**src/rtl/jk_pkg.sv**
```systemverilog
// Shared types and helpers for the JK register write path: FSM states, op codes
// and the per-bit minimal-drive excitation function.
package jk_pkg;

  typedef enum logic [1:0] {
    IDLE  = 2'd0,
    DRIVE = 2'd1,
    CHECK = 2'd2
  } jk_state_e;

  localparam logic JK_OP_LOAD   = 1'b0;
  localparam logic JK_OP_TOGGLE = 1'b1;

  // Returns {J, K} for one bit: set a 0 that must become 1, clear a 1 that must
  // become 0, leave bits that already match undriven.
  function automatic logic [1:0] jk_excite(input logic t, input logic q);
    jk_excite = {t & ~q, ~t & q};
  endfunction

endpackage

```
**src/rtl/jk_write_ctrl.sv**
```systemverilog
// Write controller that turns LOAD/TOGGLE requests into one-cycle J/K drives on a
// jk_bank, with optional readback/retry when JK_WRITE_SELF_CHECK_EN is defined.
module jk_write_ctrl
  import jk_pkg::*;
#(
  parameter int WIDTH     = 8,
  parameter int MAX_RETRY = 2
) (
  input  logic             clk,
  input  logic             rst,
  input  logic             req_valid,
  output logic             req_ready,
  input  logic             req_op,
  input  logic [WIDTH-1:0] req_data,
  output logic [WIDTH-1:0] jk_j,
  output logic [WIDTH-1:0] jk_k,
  input  logic [WIDTH-1:0] jk_q,
  output logic             busy,
  output logic             resp_valid,
  output logic             resp_err
);

  jk_state_e        state, state_nxt;
  logic [WIDTH-1:0] tgt, tgt_nxt;
  logic [WIDTH-1:0] j_nxt, k_nxt;
  logic [WIDTH-1:0] ex_t, ex_j, ex_k;
  logic             hs;
  logic             resp_c;
  logic             err_c;
  logic             retry_inc;

  assign req_ready = (state == IDLE) && !rst;
  assign busy      = (state != IDLE) && !rst;
  assign hs        = req_valid && req_ready;

  // Excitation source: the incoming LOAD value on acceptance, the held target on retry.
  assign ex_t = (state == IDLE) ? req_data : tgt;

  always_comb begin
    ex_j = '0;
    ex_k = '0;
    for (int i = 0; i < WIDTH; i++) begin
      {ex_j[i], ex_k[i]} = jk_excite(ex_t[i], jk_q[i]);
    end
  end

`ifdef JK_WRITE_SELF_CHECK_EN
  localparam logic [3:0] MAX_RETRY_C = 4'(MAX_RETRY);

  logic [3:0] retry_cnt;
  logic       match;

  assign match = (jk_q == tgt);

  always_ff @(posedge clk) begin
    if (rst || hs) begin
      retry_cnt <= '0;
    end else if (retry_inc) begin
      retry_cnt <= retry_cnt + 4'd1;
    end
  end
`endif

  always_comb begin
    state_nxt = state;
    tgt_nxt   = tgt;
    j_nxt     = '0;
    k_nxt     = '0;
    resp_c    = 1'b0;
    err_c     = 1'b0;
    retry_inc = 1'b0;
    case (state)
      IDLE: begin
        if (hs) begin
          state_nxt = DRIVE;
          if (req_op == JK_OP_TOGGLE) begin
            tgt_nxt = jk_q ^ req_data;
            j_nxt   = req_data;
            k_nxt   = req_data;
          end else begin
            tgt_nxt = req_data;
            j_nxt   = ex_j;
            k_nxt   = ex_k;
          end
        end
      end
      DRIVE: begin
        state_nxt = CHECK;
      end
      CHECK: begin
`ifdef JK_WRITE_SELF_CHECK_EN
        if (match) begin
          resp_c    = 1'b1;
          state_nxt = IDLE;
        end else if (retry_cnt < MAX_RETRY_C) begin
          // Retries re-drive as a LOAD against the live Q, whatever the original op.
          retry_inc = 1'b1;
          j_nxt     = ex_j;
          k_nxt     = ex_k;
          state_nxt = DRIVE;
        end else begin
          resp_c    = 1'b1;
          err_c     = 1'b1;
          state_nxt = IDLE;
        end
`else
        resp_c    = 1'b1;
        state_nxt = IDLE;
`endif
      end
      default: begin
        state_nxt = IDLE;
      end
    endcase
  end

  assign resp_valid = resp_c && !rst;
  assign resp_err   = err_c && !rst;

  always_ff @(posedge clk) begin
    if (rst) begin
      state <= IDLE;
      jk_j  <= '0;
      jk_k  <= '0;
    end else begin
      state <= state_nxt;
      jk_j  <= j_nxt;
      jk_k  <= k_nxt;
    end
  end

  always_ff @(posedge clk) begin
    tgt <= tgt_nxt;
  end

endmodule

```
**config.mk**
```make
export PLATFORM = sky130hd
export DESIGN_NAME = jk_write_ctrl
export DESIGN_NICKNAME = d
export VERILOG_FILES = /design/src/rtl/jk_pkg.sv /design/src/rtl/jk_write_ctrl.sv
export SDC_FILE = /design/constraint.sdc
export NUM_CORES = 1
export LEC_CHECK = 0
export BUFFER_PORTS_ARGS = -buffer_cell sky130_fd_sc_hd__buf_2
export CAP_MARGIN = 15
export CORE_MARGIN = 4
export CORE_UTILIZATION = 39
export DETAILED_ROUTE_END_ITERATION = 10
export PLACE_DENSITY = 0.79
export RECOVER_POWER = 100
export SLEW_MARGIN = 20
export SYNTH_ARGS = -nofsm -noshare
export SYNTH_HDL_FRONTEND = slang
export SYNTH_SLANG_ARGS = --single-unit
```
**constraint.sdc**
```tcl
create_clock -name clk -period 1.05 [get_ports clk]
set_clock_uncertainty 0.1 [all_clocks]
set_input_delay 0.21 -clock clk [delete_from_list [all_inputs] [get_ports clk]]
set_output_delay 0.21 -clock clk [all_outputs]
set_load 0.02 [all_outputs]
```
# == After elaboration in Yosys (flattened, before gate mapping) ==
# Cells that the tools add are included.
# totals
ff_bits,26
output_inout_bits,20
word_cells,58
# op_classes
eq_ne,3
n_bitwise,35
mux,7
reduce_logical,9
# ops
cell,count
2-to-1 mux 8 bit,4
NOT 1 bit,18
bitwise AND 1 bit,16
bitwise XOR 8 bit,1
logical AND 1 bit,4
case mux 2 bit (2 select lines),1
OR reduction 3 bit,1
== test 2 x 1 -> 1 bit (second input constant),1
== test 2 bit (second input constant),1
logical NOT 2 bit,1
2-to-1 mux 2 bit,1
inequality test 2 bit (second input constant),1
AND reduction 2 bit,1
nonzero test 2 bit,1
logical NOT 1 bit,1
2-to-1 mux 1 bit,1

# == Longest topological paths before layout ==
# logic_depth
depth_word,5
mapped_depth,6

# == Worst setup path before layout ==
# No wires, ideal clock.
# synth_path
path_type,reg2out
startpoint,register state[0]
endpoint,output port resp_valid
n_path_buf,1
path_slack_ns,-0.246
path_stages_with_launch,3
arrival_time_ns,0.986
required_ns,0.740
cell_sequence,dfxtp_1 buf_4 nor3b_1
# synth_between
elab_chain_cells,3
# synth_rtl
element,line,source
from (decl),jk_write_ctrl.sv:23,"jk_state_e state, state_nxt;"
from (signal assigned),jk_write_ctrl.sv:126,state <= state_nxt;
== test 2 bit,jk_write_ctrl.sv:72,case (state)
2-to-1 mux 1 bit,jk_write_ctrl.sv:72,
logical AND 1 bit,jk_write_ctrl.sv:117,assign resp_valid = resp_c && !rst;
to (decl),jk_write_ctrl.sv:19,"output logic resp_valid,"
# Every way passes these cells.

# == Worst setup path in the final report ==
# layout_path
startpoint,register state[0]
endpoint,output port req_ready
# layout_between
elab_chain_cells,2
# layout_rtl
element,line,source
logical NOT 2 bit,jk_write_ctrl.sv:32,assign req_ready = (state == IDLE) && !rst;
logical AND 1 bit,jk_write_ctrl.sv:32,
to (decl),jk_write_ctrl.sv:12,"output logic req_ready,"
# Every way passes these cells.

==> metrics.yaml <==
cp.required_ns: 0.74
vdd_drop_max_mv: 0.890
fmax_mhz: 709
finalNetCount: 156
power_density_mw_per_mm2: 1080
start_util_pct: 41.8
seq_area_frac_synth_pct: 43.0
wirelength_mm: 2.02
worst-r2r-setup-slack_ns: -0.19
cts_made_buffers: 3
avgRoutedWirePerCell_um: 12.5
cp_top_family: "flip-flops"
maxCapViolCount: 0
via_per_inst: 4.88
root_buffer: "clkbuf_4"
overflow: 0
syn_nets: 110
gp_congestion: 0.774
ant_nets: 0
drive_gt1_share_pct: 66.4
n_antenna_cell: 0
port_buffers: 38
rsz0062_at_grt: "true"
areaGrowthSynthToFinish_pct: 61.1
dp_hpwl_mm: 1.45
synth_area_leader_cell: "dfxtp_1"
grt_max_degree: 21
clk_pin_slew_worst_paths_ns: 0.09
htree_levels: 1
rows: 16
grt_pass1_vias: 659
place_inst: 155
period_share_pct: 134
die_h_um: 54.3
yosysUniqueCellTypes: 23
clock_sinks: 18
core_sq_mm: 0.00200
ys.warnings.count: 0
fin_ws_ns: -0.361
slew_headroom_pct: 62.0
critical_path_buf_inv_count: 1
vias: 785
clock_path_buffers: 2
worst_pin_slew_ns: 0.567
finalSetupViolations: 22
status: "finished with violations"
grt_usage_pct: 13.4
syn_inst: 90
hold_violations: 0
synth_top_area_share_pct: 43.0
instances_no_fill: 161
drtPass1Iterations: 4
crit_path_end_kind: "primary output"
synthTopCellsByArea: "dfxtp_1 (43%), nand4b_1 (8.4%), nor2b_1 (6.0%), buf_4 (4.5%), nor2_1 (4.0%)"
slowest_stage: "dfxtp_4"
p_leak_nw: 0.617
tns_ns: -3.68
violations: "setup timing"
finalMaxSlewViolations: 0
tritoncts: "built"
slowest_delay_ns: 0.37
hold_buffers: 0
die_x_um: 54.3
clk_latency_ns: 0.29
path_class: "flop to primary output"
cp.arrival_ns: 1.10
hold_class: "input port to flop"
grt_pass1_wl_mm: 2.73
pre_cts_ws_ns: -0.279
critical_path.cell_chain: "or2_4 > nor2_4 > buf_6"
syn_avg_cell_area_sq_um: 9.30
antenna_found_initial: 0
netlist_area_sq_um: 837
fin_crit_ns: 1.41
remaining_drc_errors: 0
io_pins: 40
synth.ff_latch_count: 18
crit_fanout: 5
die_area_sq_mm: 0.00295
drt_iter0_drc: 11
critPathLaunchType: "flop"
fill_cells: 158
==> logic make-up after synthesis <==
| logic type | count (synthesis) | share of synthesized area, % |
|---|---|---|
| AND/OR/NAND/NOR | 53 | 40.1 |
| flip-flops | 18 | 43.0 |
| buffers and inverters | 10 | 10.3 |
| AO/OA/AOI/OAI | 8 | 6.13 |
| other | 1 | 0.448 |
==> state kept, by name, summed over array words and instances, names as in the netlist <==
signal  cells
jk_j        8
jk_k        8
state       2
==> routing by layer <==
| metal | GRT usage (%) | share of wire (%) |
|---|---|---|
| met1 | 15.0 | 38 |
| met2 | 21.9 | 53 |
| met3 | 3.27 | 6.3 |
| met4 | 9.54 | 2.5 |
| met5 | 0 | 0 |
==> repair_timing <==
action                     4_1_cts  5_1_grt
gates cloned                     0        0
setup buffers                    1        3
gates resized for setup         55       19
pin swaps                        2       14
setup endpoints to repair       34       36
==> cell usage after synthesis, drive strengths merged <==
cell type and instances:
dfxtp 18, nor2 10, nand2 9, nor2b 9
buf 8, nand4b 8, nand3 7, nor3 6
o21ai 6, inv 2, nor3b 2, conb 1
nand2b 1, o2111a 1, o211a 1, or2 1
==> through the flow <==
step	hold slack [ns]	utilization [%]	power, W	cell area [sq um]
2_1_floorplan	0.186	-	0.000935	865
3_3_place_gp	0.363	54.9	0.00103	1100
3_5_place_dp	0.370	54.9	0.00104	1100
4_1_cts	0.0491	63.4	0.00142	1270
5_1_grt	0.0635	67.4	0.00150	1350
6_report	0.0466	67.4	0.00145	1350
==> power breakdown <==
part	internal (W)	leakage (nW)	total, W	switching (W)
combinational	0.000193	0.448	0.000387	0.000194
clock	0.000134	0.0138	0.000339	0.000205
sequential	0.000713	0.155	0.000727	0.0000139
==> final timing paths <==
kind	endpoint	from	cells past startpoint
hold reg to reg	state[1]	state[0]	1
setup / recovery	req_ready	state[0]	3
setup reg to reg	jk_k[3]	state[0]	7
hold / removal	jk_j[5]	req_data[5]	3
==> final cells by class <==
type / instances / area [sq um] / share of cell area [%]
clock buffer: 3 / 22.5 / 1.67
sequential: 18 / 385 / 28.6
inverter: 2 / 15.0 / 1.11
multi-input combinational: 62 / 468 / 34.7
tap: 27 / 33.8 / 2.50
timing repair buffer: 49 / 424 / 31.4
==> worst register-to-register path, cell delays in order, from the launching register on <==
cell,delay (ns)
dfxtp_4,0.37
buf_4,0.15
nor2_8,0.10
buf_6,0.13
nand2_8,0.07
inv_8,0.10
nand3_1,0.09
nand2_1,0.07
==> placed cells by master (no fill, tap or decap), types with 2 or more instances in the layout <==
cell type  count
o21ai_1        5
nand2_1        8
buf_12         2
buf_2         19
nor2b_1        8
nor3_2         3
buf_4          7
buf_6         21
nand3_2        2
clkbuf_4       3
nand4b_1       8
nand3_1        5
dfxtp_2       17
nor3_4         3
nor2_1         6
nor2_4         2
No activity file was read; power rests on OpenSTA's default activity.
